<file path="src/rtl/m_queue_arbiter_pkg.sv">
// m_queue_arbiter_pkg
//   Shared definitions for the queue arbiter slice: default data width,
//   hold counter width and the drain FSM state encoding.
package m_queue_arbiter_pkg;

    localparam int unsigned DEF_DATA_W = 8;
    localparam int unsigned CNT_W      = 8;

    typedef enum logic {
        IDLE = 1'b0,
        HOLD = 1'b1
    } drain_state_e;

endpackage

</file>
<file path="src/rtl/m_rr_arb2.sv">
// m_rr_arb2
//   Two-way strict round-robin push arbiter with its last-grant register.
//   Ports:
//     clk_i, rst_ni   clock, asynchronous active-low reset
//     req0_i, req1_i  producer requests
//     full_i          queue full; suppresses all grants
//     gnt0_o, gnt1_o  combinational grants (one-hot or zero)
module m_rr_arb2 (
    input  logic clk_i,
    input  logic rst_ni,
    input  logic req0_i,
    input  logic req1_i,
    input  logic full_i,
    output logic gnt0_o,
    output logic gnt1_o
);

    // Index of the requester granted most recently (1 after reset so that
    // requester 0 wins the first tie).
    logic last_gnt_q, last_gnt_d;

    always_comb begin
        gnt0_o     = 1'b0;
        gnt1_o     = 1'b0;
        last_gnt_d = last_gnt_q;
        if (rst_ni && !full_i) begin
            if (req0_i && req1_i) begin
                gnt0_o = last_gnt_q;
                gnt1_o = !last_gnt_q;
            end else begin
                gnt0_o = req0_i;
                gnt1_o = req1_i;
            end
        end
        if (gnt0_o) begin
            last_gnt_d = 1'b0;
        end else if (gnt1_o) begin
            last_gnt_d = 1'b1;
        end
    end

    always_ff @(posedge clk_i or negedge rst_ni) begin
        if (!rst_ni) begin
            last_gnt_q <= 1'b1;
        end else begin
            last_gnt_q <= last_gnt_d;
        end
    end

endmodule

</file>
<file path="src/rtl/m_queue_arbiter.sv">
// m_queue_arbiter
//   Arbitrates two producers onto the push side of an external FWFT queue
//   and drains that queue to a display, holding each entry HOLD_CYCLES
//   cycles before the next pop.
//   Ports:
//     clk, rst_n             clock, asynchronous active-low reset
//     req0/1, data0/1        producer requests and data
//     gnt0/1                 same-cycle push acknowledges
//     q_push, q_wdata        queue push side
//     q_full                 queue full flag
//     q_pop, q_rdata         queue pop side (FWFT data)
//     q_empty                queue empty flag
//     disp_en                enables draining to the display
//     disp_data, disp_valid  registered display outputs
module m_queue_arbiter
    import m_queue_arbiter_pkg::*;
#(
    parameter int unsigned DATA_W      = DEF_DATA_W,
    parameter int unsigned HOLD_CYCLES = 4
) (
    input  logic              clk,
    input  logic              rst_n,
    input  logic              req0,
    input  logic              req1,
    input  logic [DATA_W-1:0] data0,
    input  logic [DATA_W-1:0] data1,
    output logic              gnt0,
    output logic              gnt1,
    output logic              q_push,
    output logic [DATA_W-1:0] q_wdata,
    input  logic              q_full,
    output logic              q_pop,
    input  logic [DATA_W-1:0] q_rdata,
    input  logic              q_empty,
    input  logic              disp_en,
    output logic [DATA_W-1:0] disp_data,
    output logic              disp_valid
);

    localparam logic [CNT_W-1:0] HOLD_LOAD = CNT_W'(HOLD_CYCLES - 1);

    drain_state_e      state_q, state_d;
    logic [CNT_W-1:0]  cnt_q, cnt_d;
    logic [DATA_W-1:0] disp_data_q, disp_data_d;
    logic              disp_valid_q, disp_valid_d;

    // Push side
    m_rr_arb2 u_arb (
        .clk_i  (clk),
        .rst_ni (rst_n),
        .req0_i (req0),
        .req1_i (req1),
        .full_i (q_full),
        .gnt0_o (gnt0),
        .gnt1_o (gnt1)
    );

    always_comb begin
        q_push  = gnt0 | gnt1;
        q_wdata = '0;
        if (gnt0) begin
            q_wdata = data0;
        end else if (gnt1) begin
            q_wdata = data1;
        end
    end

    // Drain side
    always_comb begin
        state_d      = state_q;
        cnt_d        = cnt_q;
        disp_data_d  = disp_data_q;
        disp_valid_d = disp_valid_q;
        q_pop        = 1'b0;
        unique case (state_q)
            IDLE: begin
                if (disp_en && !q_empty) begin
                    q_pop        = rst_n;
                    state_d      = HOLD;
                    cnt_d        = HOLD_LOAD;
                    disp_data_d  = q_rdata;
                    disp_valid_d = 1'b1;
                end
            end
            HOLD: begin
                // The cycle that reads zero is the last HOLD cycle.
                if (cnt_q == '0) begin
                    state_d = IDLE;
                end else begin
                    cnt_d = cnt_q - CNT_W'(1);
                end
            end
            default: state_d = IDLE;
        endcase
    end

    always_ff @(posedge clk or negedge rst_n) begin
        if (!rst_n) begin
            state_q      <= IDLE;
            cnt_q        <= '0;
            disp_data_q  <= '0;
            disp_valid_q <= 1'b0;
        end else begin
            state_q      <= state_d;
            cnt_q        <= cnt_d;
            disp_data_q  <= disp_data_d;
            disp_valid_q <= disp_valid_d;
        end
    end

    assign disp_data  = disp_data_q;
    assign disp_valid = disp_valid_q;

endmodule

</file>
<file path="config.mk">
export PLATFORM = sky130hd
export DESIGN_NAME = m_queue_arbiter
export DESIGN_NICKNAME = d
export VERILOG_FILES = /design/src/rtl/m_queue_arbiter_pkg.sv /design/src/rtl/m_rr_arb2.sv /design/src/rtl/m_queue_arbiter.sv
export SDC_FILE = /design/constraint.sdc
export NUM_CORES = 1
export LEC_CHECK = 0
export ABC_AREA = 1
export ABC_CLOCK_PERIOD_IN_PS = 1500
export BUFFER_PORTS_ARGS = -buffer_cell sky130_fd_sc_hd__buf_2
export CAP_MARGIN = 20
export CORE_MARGIN = 2
export CORE_UTILIZATION = 45
export DETAILED_ROUTE_END_ITERATION = 6
export PLACE_DENSITY = 0.89
export SYNTH_ARGS = -nofsm -noshare
export SYNTH_HDL_FRONTEND = slang
export SYNTH_SLANG_ARGS = --single-unit
</file>
<file path="constraint.sdc">
create_clock -name clk -period 1.5 [get_ports clk]
set_clock_uncertainty 0.05 [all_clocks]
set_input_delay 0.15 -clock clk [delete_from_list [all_inputs] [get_ports clk]]
set_output_delay 0.15 -clock clk [all_outputs]
set_load 0.005 [all_outputs]
</file>
# Yosys cells after proc, flatten, opt, wreduce, memory -nomap -nowiden
# Cells that the tools add are included.
[totals] reg_bits=19
[classes] add_sub_neg=1 n_eq_ne=2 muxes=16 bitwise=2 n_reduce_logical=10
[op_table] operator="$mux W8" n=4
[op_table] operator="$pmux W8 S2" n=1
[op_table] operator="$mux W1" n=10
[op_table] operator="$logic_not A8 Y1" n=1
[op_table] operator="$sub A8 B1 Y8 const B" n=1
[op_table] operator="$ne A2 B2 Y1 const B" n=2
[op_table] operator="$reduce_and A2 Y1" n=2
[op_table] operator="$logic_and A1 B1 Y1" n=3
[op_table] operator="$logic_not A1 Y1" n=3
[op_table] operator="$pmux W1 S2" n=1
[op_table] operator="$reduce_bool A2 Y1" n=1
[op_table] operator="$not A1 Y1" n=1
[op_table] operator="$or A1 B1 Y1" n=1

# Logic depth before layout (Yosys ltp)
[depth] depth_word=5 depth_mapped=9 mapped_depth_nobuf=9

# Cells and area by module
# A second synthesis with hierarchy kept.
[hier_totals] cells_unflattened=142 area_unflattened_um2=1106.1
[modules_own_cells] mod="m_queue_arbiter" instances=1 cells_each=129 area_each_um2=1023.5
[modules_own_cells] mod="m_rr_arb2" instances=1 cells_each=13 area_each_um2=82.6

# Worst setup path before layout
# Ideal clock, no wire load.
[synth_timing] path_kind="reg-to-reg" startpoint="reg cnt_q[0]" endpoint="reg cnt_q[1]" setup_time_ns=0.116 arrival_ns=1.086 slack_ns=0.247 path_stages_with_launch=10 n_path_buf=0 period_less_slack_ns=1.253 cell_sequence="dfrtp_1 > inv_1 > ha_1 > nand2_1 > nor2_1 > nand2_1 > nand2_2 > nand2_4 > nand2_1 > nand2_1"
[synth_between] elab_chain_len=3 word_cells_on_any_way=6 cone_classes="1 x add/sub; 1 x eq/ne; 2 x mux; 2 x reduce/logical"
[synth_lines] item="start, declared" line_no="m_queue_arbiter.sv:43" source="logic [CNT_W-1:0] cnt_q, cnt_d;"
[synth_lines] item="start signal, assigned" line_no="m_queue_arbiter.sv:105" source="cnt_q <= cnt_d;"
[synth_lines] item="$sub A8 B1 Y8 / $logic_not A8 Y1 (equally long branches)" line_no="m_queue_arbiter.sv:90, m_queue_arbiter.sv:87"
[synth_lines] item="$mux W8 / $ne A2 B2 Y1 (equally long branches)"
[synth_lines] item="$pmux W8 S2 / $reduce_and A2 Y1 (equally long branches)"
# Several ways; a longest one is shown, not always the timed one. The select of a mux whose other input is x is not followed.
# A chain may end at the register's enable or synchronous reset.

# Worst setup path after layout
[layout_timing] startpoint="reg u_arb.last_gnt_q" endpoint="out q_wdata[5]"
[layout_between] elab_chain_len=5 word_cells_on_any_way=7 cone_classes="6 x mux; 1 x reduce/logical"
[layout_lines] item="start, declared" line_no="m_rr_arb2.sv:20" source="logic last_gnt_q, last_gnt_d;"
[layout_lines] item="start signal, assigned" line_no="m_rr_arb2.sv:46" source="last_gnt_q <= last_gnt_d;"
[layout_lines] item="$logic_not A1 Y1" line_no="m_rr_arb2.sv:29" source="gnt1_o = !last_gnt_q;"
[layout_lines] item="$mux W1" line_no="m_rr_arb2.sv:27" source="if (req0_i && req1_i) begin"
[layout_lines] item="$mux W1" line_no="m_rr_arb2.sv:26" source="if (rst_ni && !full_i) begin"
[layout_lines] item="$mux W8" line_no="m_queue_arbiter.sv:63" source="end else if (gnt1) begin"
[layout_lines] item="$mux W8 *" line_no="m_queue_arbiter.sv:61" source="if (gnt0) begin"
[layout_lines] item="end, declared" line_no="m_queue_arbiter.sv:30" source="output logic [DATA_W-1:0] q_wdata,"
# Every way passes the cells marked *; elsewhere a longest branch is shown, timed or not.

==> metrics <==
initial antenna violation count=0; Crit. End Element=primary output; Root Driver=clkbuf_4; Clk pin slew, worst setup/hold paths=around 0.11 ns; min Tclk post-route=between 1.5 and 2 ns; Fin Hold WS=between 0.01 and 0.015 ns; antenna diode count=0; layout cells sized above 1=a little under half; sink of the worst hold path=disp_data[1]; DIE WIDTH=between 50 and 60 um; area grow syn2layout=43.6%; Critical Path RT=~1.3 ns; final WL=~3700 um; HP Class=in -> reg; Synth Area in Adders=2.35%; Area after DPL=around 1400 sq um; WHS Path Cells=2; R2R cell count=9; VDD IR max=692 uV; Core Util, Final=about two thirds; crit path DAT=about 1.6 ns; xor and xnor area share after synthesis=between 1.5 and 2%; Worst R2R Setup Slack=around 0.11 ns; largest net degree at the start of global routing=20; CP max stage delay=0.57 ns; 1st-iter DRT viols=between 70 and 80; Avg Cell Area, Syn=approximately 7.8 sq um; hold wc startpoint=q_rdata[1]; total CTS buffers=3; Crit path top cell by count=nand2_1; CTS tree=built; final setup fails=11; crit path kind=reg -> out; Tot Pwr=approximately 1000 uW; io pins=52; CP Buf/Inv Count=3; vias per inst=approximately 5.3; gpl congestion=0.923; flip-flop and latch area=478 sq um; asr flop ratio synth=100%; largest family of logic cells by synthesized area=simple AND/OR/NAND/NOR gates; Synthesis Warnings=0; #FFs+latches synth=19; FP Rows=17; sequence of cells on the critical path=inv_2, nand2_2, nand3_4, inv_4, nand2_1, nand2_1, buf_2; Starting Density=around 48%; first-pass GRT wire length=4850 um; core area=around 2200 sq um; Fin. Hold Viols=0; synth unique cells=18; failing checks=negative setup slack; period utilization=117%; synth top area cells=dfrtp_1 42%, nand2_1 18%, mux2_2 8.5%; status=complete, but fails checks; mux share of post-synthesis cell area=about 8.5%; overall routing resource usage=between 20 and 25%; Die ar.=about 2800 sq um; DP Worst Slack=0.0799 ns; top cell type's share of synthesized area=between 40% and 50%; sequential share of the synthesized area=between 40% and 50%; RSZ-0062 raised after global routing=true; Synth Area in Compound Gates=approximately 2.4%; Power Dens Cells=between 600 and 700 nW/um^2; Least-Margin Pin Slew=approximately 0.44 ns; clock tree buffer depth=2; Net Count, Synth=between 150 and 200; worst skew pair latency=0.31 ns; H-tree Lvls=1; leak pwr=0.000902 uW; reg2reg end=cnt_q[0]; number of global-route vias before repair=approximately 1100; global route overflow=0; Cell Area, Synth=1060 sq um; Mapped Cells=approximately 140; DPL Wire Length=roughly 2100 um; max-slew violation count=0; final worst setup slack=-0.250 ns; crit-path leading delay family=flip-flops; drt drc=0; post-synth top area cell=dfrtp_1; Max Cap Viol=0; worst-path fanout max=5; input/output buffers=51; Post-synth EDFFs=0; nets=237; vias after detailed routing=approximately 1200; die height=roughly 53 um; Clock Sink Count=19; origin of the critical flop-to-flop path=cnt_q[1]; ANT nets after route=0; fill count=between 150 and 200; Post-Synth Simple-Gate Area=34.7%; Worst Setup Start Kind=flip-flop; relative slew slack=between 70% and 80%; multi-input combinational cell area=approximately 580 sq um; Detailed Routing Iterations Pass 1=4; routed length per placed instance=~16 um; most common flop cell mapped by yosys=dfrtp_1; Slowest-stage cell, CP=dfstp_2; post-route design area=between 1500 and 2000 sq um; FMAX=around 570 MHz
-- stage by stage --
step / cells / setup TNS [ns]
floorplan: 137 / 0
global placement: 216 / 0
detailed placement: 216 / 0
CTS: 225 / -0.681
global route: 231 / -2.48
finish: 231 / -1.71
-- worst register-to-register path, stage by stage, from the launching register on --
cell	delay, ns
dfrtp_1	0.41
inv_1	0.09
ha_2	0.18
nand2_1	0.05
nor2_1	0.12
nand2_2	0.10
nand2_4	0.10
nand2_4	0.06
nand2_1	0.08
nand2_1	0.07
-- cell usage after synthesis, types with 2 or more instances --
cell	number
clkinv_1	2
inv_1	12
dfrtp_1	18
nand3_1	15
ha_1	2
nor2_1	13
nand2_4	2
mux2_2	8
nand2_1	51
o21ai_0	4
nor2_2	3
-- cell usage in the layout (no fill, tap or decap), types with 2 or more instances in the layout --
cell,netlist,final
nand3_1,15,13
nand2_4,2,3
nand3_4,0,2
o21ai_0,4,4
inv_4,0,2
inv_2,0,2
buf_4,1,7
mux2_2,8,8
nand2_2,1,7
inv_1,12,10
nor2_1,13,13
buf_2,0,50
nor2_2,3,3
nand2_1,51,45
clkinv_2,0,2
dfrtp_1,18,17
buf_6,0,2
clkbuf_4,0,3
-- registers in the layout (all words and copies together), names as in the netlist --
register          flops
cnt_q                 8
disp_data             8
disp_valid            1
state_q               1
u_arb.last_gnt_q      1
-- power breakdown --
group / switching (uW) / internal, uW / leakage [uW]
sequential: 11.7 / 532 / 0.000222
combinational: 86.1 / 79.9 / 0.000663
clock: 167 / 99.7 / 0.0000177
-- per-layer routing --
metal / track usage (%) / routed length [um] / vias to the layer above
li1: - / - / 570
met1: 29.8 / 1370 / 572
met2: 40.2 / 1970 / 70
met3: 4.00 / 263 / 15
met4: 13.2 / 116 / 0
met5: 0 / 0 / -
-- layout make-up --
class / instances / area share, %
clock buffers: 3 / 1.47
clock inverters: 1 / 0.328
inverters: 14 / 3.93
multi-input cells: 104 / 38.0
flip-flops and latches: 19 / 31.3
well taps: 28 / 2.29
repair buffers: 60 / 21.9
repair inverters: 2 / 0.737
-- logic make-up (layout without fill, tap and decap cells) --
kind of cell / Yosys count / in the layout
buffers and inverters: 15 / 80
muxes: 8 / 8
adders and majority gates: 2 / 2
DFF: 19 / 19
and+or+nand+nor: 86 / 87
AOI/OAI and AO/OA: 5 / 5
xor gates and xnor gates: 2 / 2
-- how the worst max path moves through the flow --
stage | startpoint | endpoint | slack [ns] | cells past startpoint
2_1_floorplan | cnt_q[0] | cnt_q[1] | 0.25 | 9
3_3_place_gp | u_arb.last_gnt_q | q_wdata[0] | 0.14 | 6
3_5_place_dp | u_arb.last_gnt_q | q_wdata[0] | 0.08 | 6
4_1_cts | u_arb.last_gnt_q | q_wdata[7] | -0.08 | 7
5_1_grt | u_arb.last_gnt_q | q_wdata[4] | -0.33 | 7
6_report | u_arb.last_gnt_q | q_wdata[5] | -0.25 | 7
-- timing repair --
action	4_1_cts	5_1_grt
cloned	2	1
hold endpoints to repair	18	0
setup buffers	2	5
hold buffers	1	0
resized for setup	12	12
pin swaps	4	2
setup endpoints to repair	11	17
(Power assumes the default switching activity.)
